==> src/rtl/serv_seq.sv <==
// Bit-serial instruction sequencer: fetch, RF handshake, optional INIT phase, WAIT, RUN.
// Optional misalignment trap latch enabled by defining SERV_SEQ_MISALIGN_TRAP_EN.
//
// state | meaning
// FETCH | instruction bus request outstanding
// READY | waiting for register file read data
// INIT  | first phase of a two-stage op (N beats)
// WAIT  | data bus / register file handoff between phases
// RUN   | execute phase, PC update (N beats)
module serv_seq #(
  parameter int W              = 1,
  parameter     RESET_STRATEGY = "MINI"
) (
  input  logic       i_clk,
  input  logic       i_rst,
  output logic       o_ibus_cyc,
  input  logic       i_ibus_ack,
  output logic       o_rf_rreq,
  output logic       o_rf_wreq,
  input  logic       i_rf_ready,
  input  logic       i_two_stage_op,
  input  logic       i_new_irq,
  input  logic       i_e_op,
  input  logic       i_branch_op,
  input  logic       i_cond_branch,
  input  logic       i_alu_cmp,
  input  logic       i_bne_or_bge,
  input  logic       i_dbus_en,
  input  logic       i_mem_misalign,
  input  logic       i_ctrl_misalign,
  output logic       o_dbus_cyc,
  input  logic       i_dbus_ack,
  output logic       o_cnt_en,
  output logic [4:0] o_cnt_pos,
  output logic       o_cnt_first,
  output logic       o_cnt_done,
  output logic [1:0] o_mem_bytecnt,
  output logic       o_init,
  output logic       o_ctrl_pc_en,
  output logic       o_ctrl_jump,
  output logic       o_ctrl_trap
);

  localparam logic [4:0] STEP = 5'(W);
  localparam logic [4:0] LAST = 5'(32 - W);

  typedef enum logic [2:0] {S_FETCH, S_READY, S_INIT, S_WAIT, S_RUN} state_t;

  state_t     state;
  logic [4:0] pos;
  logic       jump_r;
  logic       irq_r;
  logic       trap_r;
  logic       cnt_en;
  logic       cnt_done;
  logic       jump_next;
  logic       active;

  assign cnt_en    = (state == S_INIT) || (state == S_RUN);
  assign cnt_done  = cnt_en && (pos == LAST);
  assign jump_next = i_branch_op & (~i_cond_branch | (i_alu_cmp ^ i_bne_or_bge));
  assign active    = ~i_rst;

  // Control flops: always reset regardless of RESET_STRATEGY.
  always_ff @(posedge i_clk) begin
    if (i_rst) begin
      state <= S_FETCH;
      pos   <= '0;
    end else begin
      // pos wraps to zero on its own since W divides 32
      if (cnt_en) pos <= pos + STEP;
      case (state)
        S_FETCH: if (i_ibus_ack) state <= S_READY;
        S_READY: if (i_rf_ready) state <= (i_two_stage_op && !i_new_irq) ? S_INIT : S_RUN;
        S_INIT:  if (cnt_done) state <= S_WAIT;
        S_WAIT:  if (i_rf_ready) state <= S_RUN;
        S_RUN:   if (cnt_done) state <= S_FETCH;
        default: state <= S_FETCH;
      endcase
    end
  end

  // Interrupt is sampled once in READY and held for the rest of the instruction.
  always_ff @(posedge i_clk) begin
    if (i_rst && (RESET_STRATEGY != "NONE")) begin
      jump_r <= 1'b0;
      irq_r  <= 1'b0;
    end else if (state == S_RUN && cnt_done) begin
      jump_r <= 1'b0;
      irq_r  <= 1'b0;
    end else begin
      if (state == S_READY && i_rf_ready) irq_r <= i_new_irq;
      if (state == S_INIT && cnt_done) jump_r <= jump_next;
    end
  end

`ifdef SERV_SEQ_MISALIGN_TRAP_EN
  always_ff @(posedge i_clk) begin
    if (i_rst && (RESET_STRATEGY != "NONE")) begin
      trap_r <= 1'b0;
    end else if (state == S_RUN && cnt_done) begin
      trap_r <= 1'b0;
    end else if (state == S_INIT && cnt_done) begin
      trap_r <= (i_dbus_en & i_mem_misalign) | (jump_next & i_ctrl_misalign);
    end
  end
`else
  logic unused_misalign;
  assign unused_misalign = i_mem_misalign ^ i_ctrl_misalign;
  assign trap_r          = 1'b0;
`endif

  always_comb begin
    o_ibus_cyc    = active && (state == S_FETCH);
    o_rf_rreq     = active && (((state == S_FETCH) && i_ibus_ack) ||
                               ((state == S_WAIT) && trap_r));
    o_rf_wreq     = active && (state == S_WAIT) && (trap_r || i_dbus_ack || !i_dbus_en);
    o_dbus_cyc    = active && (state == S_WAIT) && i_dbus_en && !trap_r;
    o_cnt_en      = active && cnt_en;
    o_cnt_pos     = active ? pos : 5'd0;
    o_cnt_first   = active && cnt_en && (pos == 5'd0);
    o_cnt_done    = active && cnt_done;
    o_mem_bytecnt = o_cnt_pos[4:3];
    o_init        = active && (state == S_INIT);
    o_ctrl_pc_en  = active && (state == S_RUN);
    o_ctrl_jump   = active && jump_r;
    o_ctrl_trap   = active && (state != S_FETCH) &&
                    (i_e_op || ((state == S_READY) ? i_new_irq : irq_r) || trap_r);
  end

endmodule
==> config.mk <==
export PLATFORM = sky130hd
export DESIGN_NAME = serv_seq
export DESIGN_NICKNAME = d
export VERILOG_FILES = /design/src/rtl/serv_seq.sv
export SDC_FILE = /design/constraint.sdc
export NUM_CORES = 1
export LEC_CHECK = 0
export CORE_ASPECT_RATIO = 1.1
export CORE_MARGIN = 4
export CORE_UTILIZATION = 40
export DETAILED_ROUTE_END_ITERATION = 7
export GPL_TIMING_DRIVEN = 0
export PLACE_DENSITY = 0.83
export SYNTH_ARGS = -nofsm -noshare
export SYNTH_HDL_FRONTEND = slang
export SYNTH_SLANG_ARGS = --single-unit
export TNS_END_PERCENT = 10
==> constraint.sdc <==
create_clock -name i_clk -period 1.7 [get_ports i_clk]
set_clock_uncertainty 0.05 [all_clocks]
set_input_delay 0.425 -clock i_clk [delete_from_list [all_inputs] [get_ports i_clk]]
set_output_delay 0.425 -clock i_clk [all_outputs]
set_load 0.1 [all_outputs]
Yosys cells after proc, flatten, opt, wreduce, memory -nomap -nowiden. Index checks and enable logic that the tools add are counted.

Memory bits (read-only): 0. Input bits: 15. Logic and storage cells: 58. Memories kept: 0. Latch bits: 0. RAM bits: 0. Register bits after elaboration: 10. Output and inout bits: 18.

Equality and inequality tests: 10. $lt $le $gt $ge: 0. $mul: 0. Add/subtract/negate cells: 1. Bitwise logic cells: 5. Shifts and indexed selects: 0. Div/mod/pow operators: 0. Multiplexer cells: 9. Reduce and logical (&&, ||, !) cells: 29.

Operator list (number): logical AND 1 bit (19); two-way mux 3 bit (6); case mux 3 bit (5 select lines) (1); != test 2 bit (second input constant) (5); == test 3 x 2 -> 1 bit (second input constant) (2); adder 5 x 1 -> 5 bit (second input constant) (1); == test 5 bit (second input constant) (1); logical NOT 5 bit (1); two-way mux 5 bit (1); AND reduction 5 bit (1); == test 3 x 1 -> 1 bit (second input constant) (1); == test 3 bit (second input constant) (1); logical NOT 3 bit (1); logical OR 1 bit (3); nonzero test 3 bit (1); logical NOT 1 bit (2); inverter 1 bit (2); OR reduction 2 bit (1); bitwise AND 1 bit (1); two-way mux 1 bit (1); OR 1 bit (1); bitwise XOR 1 bit (1).

Depth between registers and ports, before layout. Gate-level depths: netlist (run 1).

Depth in word-level cells: 5. Depth in mapped cells: 6. Depth with buffers taken out: 6.

Worst setup path before layout (run 1). OpenSTA, ideal clock, no wires.

Kind: input-to-output. Start: input i_rst. End: output o_ctrl_pc_en. Required time: 1225 ps. Stages: 3. Arrival: 3864 ps. Slack: -2639 ps. Buffers on the path: 2. Cells stage by stage: buf_2 buf_2 nor4b_1.

Longest elaborated chain between the ends: 2.

Ends and longest elaborated chain: start: declaration (RTL line 15) `input logic i_rst,`; inverter 1 bit (RTL line 62) `assign active = ~i_rst;`; logical AND 1 bit (RTL line 125) `o_ctrl_pc_en = active && (state == S_RUN);`; end: declaration (RTL line 39) `output logic o_ctrl_pc_en,`.

No other way between the ends.

Final worst setup path (run 1).
Start: register state[1]. End: output o_ctrl_trap.

Longest elaborated chain between the ends: 4. Elaborated cells on any way between the ends: 6. Classes of those cells: eq/ne (1); mux (1); reduce/logical (4).

Ends and longest elaborated chain: start: declaration (RTL line 49) `state_t state;`; start signal: assignment (RTL line 74) `S_READY: if (i_rf_ready) state <= (i_two_stage_op && !i_new_irq) ? S_INIT : S_RUN;`; == test 3 x 1 -> 1 bit (RTL line 128) `(i_e_op || ((state == S_READY) ? i_new_irq : irq_r) || trap_r);`; two-way mux 1 bit (RTL line 128); logical OR 1 bit (RTL line 128); logical AND 1 bit * (RTL line 127) `o_ctrl_trap = active && (state != S_FETCH) &&`; end: declaration (RTL line 41) `output logic o_ctrl_trap`.

Mark *: on every way between the ends. The rest lies on a longest branch, timed or not.

==> results.md, run 1 <==
- Relative slew slack: 0.712
- Mapped cell area: around 730 um^2
- Initial core utilization: 0.444
- Final Max Slew Viols: 0
- Layout cells sized above 1: 0.537
- Reg area: 214 um^2
- Cts bufs inserted: 3
- GRT Overall Usage: 0.173
- Worst setup SP type: flop
- H-tree depth: 1
- Synth Net Count: 101
- Outcome: finished, violations left
- Max cap viols: 0
- Hold Path End: irq_r
- Post-synthesis sequential area ratio: 0.273
- Buffers on Ports: 29
- Final #Nets: approximately 140
- Violation count after the first detailed-routing iteration: 38
- CP Data Arrival Time: 1.63 ns
- Pwr dens: ~570 nW/um^2
- Register bit total from synthesis: 10
- CP Capture Type: primary output
- Critical register-to-register path endpoint: state[0]
- Clock Latency Late Sink: 0.27 ns
- Main flop type after synthesis: dfxtp_1
- Via-per-instance ratio: 5.55
- P&R area growth vs syn: 77.1%
- Worst VDD drop: about 0.00052 V
- Detailed-route via count: around 770
- Sw frac: 0.383
- Worst Max-Slew Pin Slew: 0.430 ns
- Hold WC Path Type: flop to flop
- CP Data Required Time: 1.22 ns
- Synth top area cells: dfxtp_1, nor2b_1, ha_1
- Combinational share of power: 0.422
- Internal power: ~460 uW
- Die H: roughly 53 um
- Yosys top cell area share: 0.273
- 1st-pass router iterations: 4
- RSZ-0062 raised after global routing: true
- Core area: between 1500 and 2000 um^2
- Clk sink count: 10
- Final worst slack: -0.409 ns
- Hold Path Cell Cnt: 2
- Async set-reset flop share out of synthesis: 0
- Worst reg2reg path startpoint: pos[0]
- Remaining global-route overflow: 0
- Multi-input gate area: ~560 um^2
- Final hold viol count: 0
- Worst reg2reg path depth: 5
- Placed insts: about 130
- Total Wirelength: about 2.4 mm
- Synth Area per Inst: around 9 um^2
- DRC: 0
- Clk pin slew, worst setup/hold paths: 0.07 ns
- Leak: approximately 0.53 nW
- Initial antenna violation count: 0
- Count leader, synth: dfxtp_1
- CTS tree: done
- Cell taking the most area after synthesis: dfxtp_1
- Chip width: around 50 um
- Failing checks: negative setup slack
- Final setup fails: 11
- Fillers: approximately 110
- Cts hold-fix bufs: 0
- Ant diodes: 0
- Die Area: 2580 um^2
- Tmin final: 2.11 ns
- Wire per inst: 17.0 um
- Critical path peak fanout: 6
- Clk buf depth: 2
- First-pass GRT wire length: approximately 3.4 mm
- Tcrit/Tclk final: 1.24
- Crit path kind: flop to primary output
- Vias in the first global route: roughly 730
- Clock power frac: 0.231
- Largest net degree at the start of global routing: 11
- Sw Pwr: 283 uW
- Placement Cell Area: 1120 um^2
- Library cells used by synthesis: 35
- HP Start: irq_r
- FP Rows: 15
- Dpl hpwl: between 1 and 1.5 mm
- # IOs: 33
- Fin area: 1300 um^2
- Fmax: approximately 470 MHz
- Flop pwr share: 0.347
- Commonest cells in the netlist: dfxtp_1, nor2_1, nor2b_1
- Post-synth EDFFs: 0
- R2r setup slk: 0.14 ns
- Final RePlAce weighted congestion: between 0.7 and 0.8
- Root buf cell: clkbuf_4
- Cells after Synth: 83
- Ys Warns: 0
- Final ANT Viol Nets: 0
- Final cell count without fillers: between 100 and 150
==> sequential cells by signal, indices dropped and copies added, names as in the netlist <==
signal	flops
irq_r	1
jump_r	1
pos	5
state	3
==> how the worst max path moves through the flow <==
stage | startpoint | endpoint | slack (ns) | cells after the start
finish | state[1] | o_ctrl_trap | -0.41 | 5
global route | state[1] | o_ctrl_trap | -0.45 | 5
CTS | state[1] | o_cnt_first | -0.31 | 4
detailed placement | i_new_irq | o_ctrl_trap | -1.19 | 4
global placement | i_new_irq | o_ctrl_trap | -1.18 | 4
floorplan | state[0] | o_rf_rreq | -0.91 | 4
==> through the flow <==
step	worst slack (ns)	hold WS [ns]	utilization	power, mW	TNS [ns]
4_1_cts	-0.313	0.452	0.737	0.710	-2.04
6_report	-0.409	0.519	0.786	0.738	-2.52
3_5_place_dp	-1.19	0.459	0.680	0.530	-16.11
5_1_grt	-0.446	0.528	0.786	0.770	-3.04
3_3_place_gp	-1.18	0.433	0.680	0.525	-15.91
2_1_floorplan	-0.915	0.410	-	0.459	-12.81
==> final cells by class <==
cell class	instances	share of cell area
multi-input cells	61	0.428
repair buffers	35	0.295
flip-flops and latches	10	0.165
plain buffers	8	0.0674
clock buffers	3	0.0173
well taps	17	0.0164
inverters	4	0.0116
==> power by group through the flow <==
stage	registers, mW	clock network, mW	logic [mW]
2_1_floorplan	0.257	0	0.201
3_3_place_gp	0.258	0	0.267
3_5_place_dp	0.259	0	0.271
4_1_cts	0.255	0.163	0.292
5_1_grt	0.257	0.188	0.325
6_report	0.256	0.170	0.311
==> per-layer routing <==
| metal | vias to the layer above | part of all wire | GRT usage |
|---|---|---|---|
| met3 | 4 | 0.068 | 0.0451 |
| met5 | - | 0 | 0 |
| met2 | 36 | 0.54 | 0.315 |
| met4 | 0 | 0.012 | 0.0448 |
| li1 | 368 | - | - |
| met1 | 358 | 0.38 | 0.201 |
==> what timing repair did <==
| action | in CTS | in global routing |
|---|---|---|
| buffers inserted | 2 | 4 |
| endpoints found under the setup margin | 18 | 12 |
| pin swaps | 5 | 7 |
| resized for setup | 134 | 13 |
==> placed cells by master (no fill, tap or decap), types with 4 or more instances in the layout <==
cell	synthesis	final
nor2b_2	0	4
buf_6	0	10
dfxtp_1	10	5
buf_4	4	15
buf_12	0	6
inv_1	4	4
clkdlybuf4s50_1	0	11
nor2_1	8	8
==> kinds of logic (layout without fill, tap and decap cells) <==
family,after synthesis,count (layout),share of synthesized area
AO/OA/AOI/OAI,11,11,0.118
buffers and inverters,12,50,0.0887
XOR/XNOR,2,2,0.0341
adder cells (fa/ha/maj),3,3,0.0512
multiplexers,5,5,0.0717
AND/OR/NAND/NOR,40,40,0.363
flip-flops,10,10,0.273
==> critical path, cell delays in order (launching register included) <==
cell and delay (ns):
dfxtp_4 0.37, buf_8 0.13, nor3b_4 0.24, mux2i_2 0.11, a211oi_2 0.25, buf_6 0.25
(Power assumes the default switching activity.)
==> run 2, diff against run 1 <==
GPL_ROUTABILITY_DRIVEN = 0   (was unset)
clock period = 1.95 ns   (was 1.7 ns; I/O delays follow)
==> run 2 against run 1 <==
Net effect: the flow still finishes with violations (negative setup slack); sequential power shrank 13%; worst hold slack worse by 0.066 ns; cell count fell by 3.6%; register-to-register slack gained 0.17 ns; first-iteration DRC count decreased by 76%; non-clock buffer count fell by 6; global-route usage fell by 1.1 points; core utilization is 7.0 points lower; total power fell by 11%; critical path depth stayed put; sequential cell count unchanged; largest cell class unchanged.
==> results.md, run 2 (same netlist as run 1, synthesis figures left out) <==
- Outcome: finished, violations left
- Failing checks: negative setup slack
- Final worst slack: -0.168 ns
- Dpl hpwl: roughly 1.5 mm
- # IOs: 33
- Final Max Slew Viols: 0
- Worst Max-Slew Pin Slew: around 0.49 ns
- Wire per inst: between 15 and 20 um
- Relative slew slack: 0.673
- CP Data Required Time: between 1 and 1.5 ns
- Die Area: ~2600 um^2
- 1st-pass router iterations: 4
- Core area: between 1500 and 2000 um^2
- Final #Nets: around 140
- Via-per-instance ratio: 5.49
- Most frequent cells in the layout: buf_6, clkdlybuf4s50_1, nor2_1
- Sw Pwr: around 230 uW
- H-tree depth: 1
- Internal power: approximately 420 uW
- Pwr dens: about 550 nW/um^2
- Final ANT Viol Nets: 0
- Clk pin slew, worst setup/hold paths: roughly 0.070 ns
- Sum Neg Setup Slack: -0.495 ns
- Root buf cell: clkbuf_4
- Critical path peak fanout: 10
- Biggest register: pos
- Vias in the first global route: around 700
- Crit path kind: flop to primary output
- FP Rows: 15
- Remaining global-route overflow: 0
- Critical Path, Cell by Cell: buf_6, nor3b_2, mux2i_1, a211oi_2, buf_6
- Detailed-route via count: 730
- Die H: roughly 53 um
- Buffers on Ports: 29
- Top cell by count, worst path: buf_6
- Max reg flops: 5
- Largest net degree at the start of global routing: 11
- Violation count after the first detailed-routing iteration: 9
- Sw frac: 0.357
- Clock Latency Late Sink: 0.27 ns
- CP Capture Type: primary output
- Total Wirelength: approximately 2.1 mm
- Chip width: between 40 and 50 um
- Layout cells sized above 1: 0.466
- P&R area growth vs syn: 61.4%
- Hold WC Path Type: flop to flop
- RSZ-0062 raised after global routing: true
- Tcrit/Tclk final: 1.09
- Max cap viols: 0
- Combinational share of power: 0.372
- GRT Overall Usage: 0.162
- Cts bufs inserted: 3
- DRC: 0
- CTS tree: done
- Final setup fails: 5
- CP max stage cell: dfxtp_2
- Clk buf depth: 2
- Initial core utilization: 0.444
- Worst setup SP type: flop
- First-pass GRT wire length: about 3.2 mm
- Largest stage delay on the critical path: 0.34 ns
- Regs by FF count: pos x5, state x3
- Leak: about 0.50 nW
- Worst VDD drop: ~0.00046 V
- Tmin final: around 2.1 ns
- Final hold viol count: 0
- Buffers & Inverters on Critical Path: 2
- Tot Pwr: between 600 and 700 uW
- CP top delay family: buffers and inverters
- Clk sink count: 10
- Ant diodes: 0
- Initial antenna violation count: 0
- Fmax: approximately 470 MHz
- Clock power frac: 0.288
- Flop pwr share: 0.340
- CP Data Arrival Time: 1.58 ns
[run 2: changes by cell type in the layout (fill, tap and decap cells not counted), moves of 2 or more]
cell,previous run,this run
buf_4,15,4
buf_2,0,5
buf_12,6,3
dfxtp_4,3,0
clkbuf_4,3,5
dfxtp_2,2,4
[run 2: cell type report]
class,count,area (um^2)
sequential,10,205
clock buffer,4,36.3
buffer,8,80.1
timing repair buffer,29,302
multi-input combinational,61,524
fill,128,468
tap,17,21.3
inverter,4,15.0
[run 2: path summary, 6_finish.rpt]
check                              start     endpoint  slack (ns)  cells after the start
worst max register to register    pos[0]       jump_r        0.31                      6
worst max-delay path            state[2]  o_ctrl_trap       -0.17                      5
worst min-delay path               irq_r        irq_r        0.45                      2
worst min register to register     irq_r        irq_r        0.45                      2
[run 2: worst min-delay path: stages (launching register included)]
cell     delay, ns
dfxtp_1       0.33
mux2i_1       0.07
nor2_1        0.07
[run 2: what timing repair did]
action	in CTS	in global routing
resized for setup	106	18
hold buffers	0	0
endpoints found under the setup margin	18	15
setup buffers	0	0
pin swaps	2	3
[run 2: metrics by stage]
step | instances | hold WS, ns | utilization | instance area, um^2 | worst slack, ns
3_5_place_dp | 129 | 0.437 | 0.683 | 1130 | -1.16
2_1_floorplan | 83 | 0.410 | - | 817 | -0.727
6_report | 133 | 0.454 | 0.717 | 1180 | -0.168
5_1_grt | 133 | 0.485 | 0.717 | 1180 | -0.257
4_1_cts | 133 | 0.454 | 0.714 | 1180 | -0.248
3_3_place_gp | 129 | 0.433 | 0.683 | 1130 | -1.06
[run 2: power groups by stage]
stage | Clock (mW) | Combinational, mW | Sequential, mW
CTS | 0.191 | 0.241 | 0.222
global placement | 0 | 0.234 | 0.225
floorplan | 0 | 0.177 | 0.224
detailed placement | 0 | 0.237 | 0.226
finish | 0.188 | 0.244 | 0.222
global route | 0.206 | 0.256 | 0.223
[run 2: metal layers]
metal  track usage  vias up  wire length (um)
li1              -      357                 -
met1         0.161      352               850
met2         0.317       17              1100
met3        0.0507        4                77
met4        0.0538        0                35
met5             0        -                 0
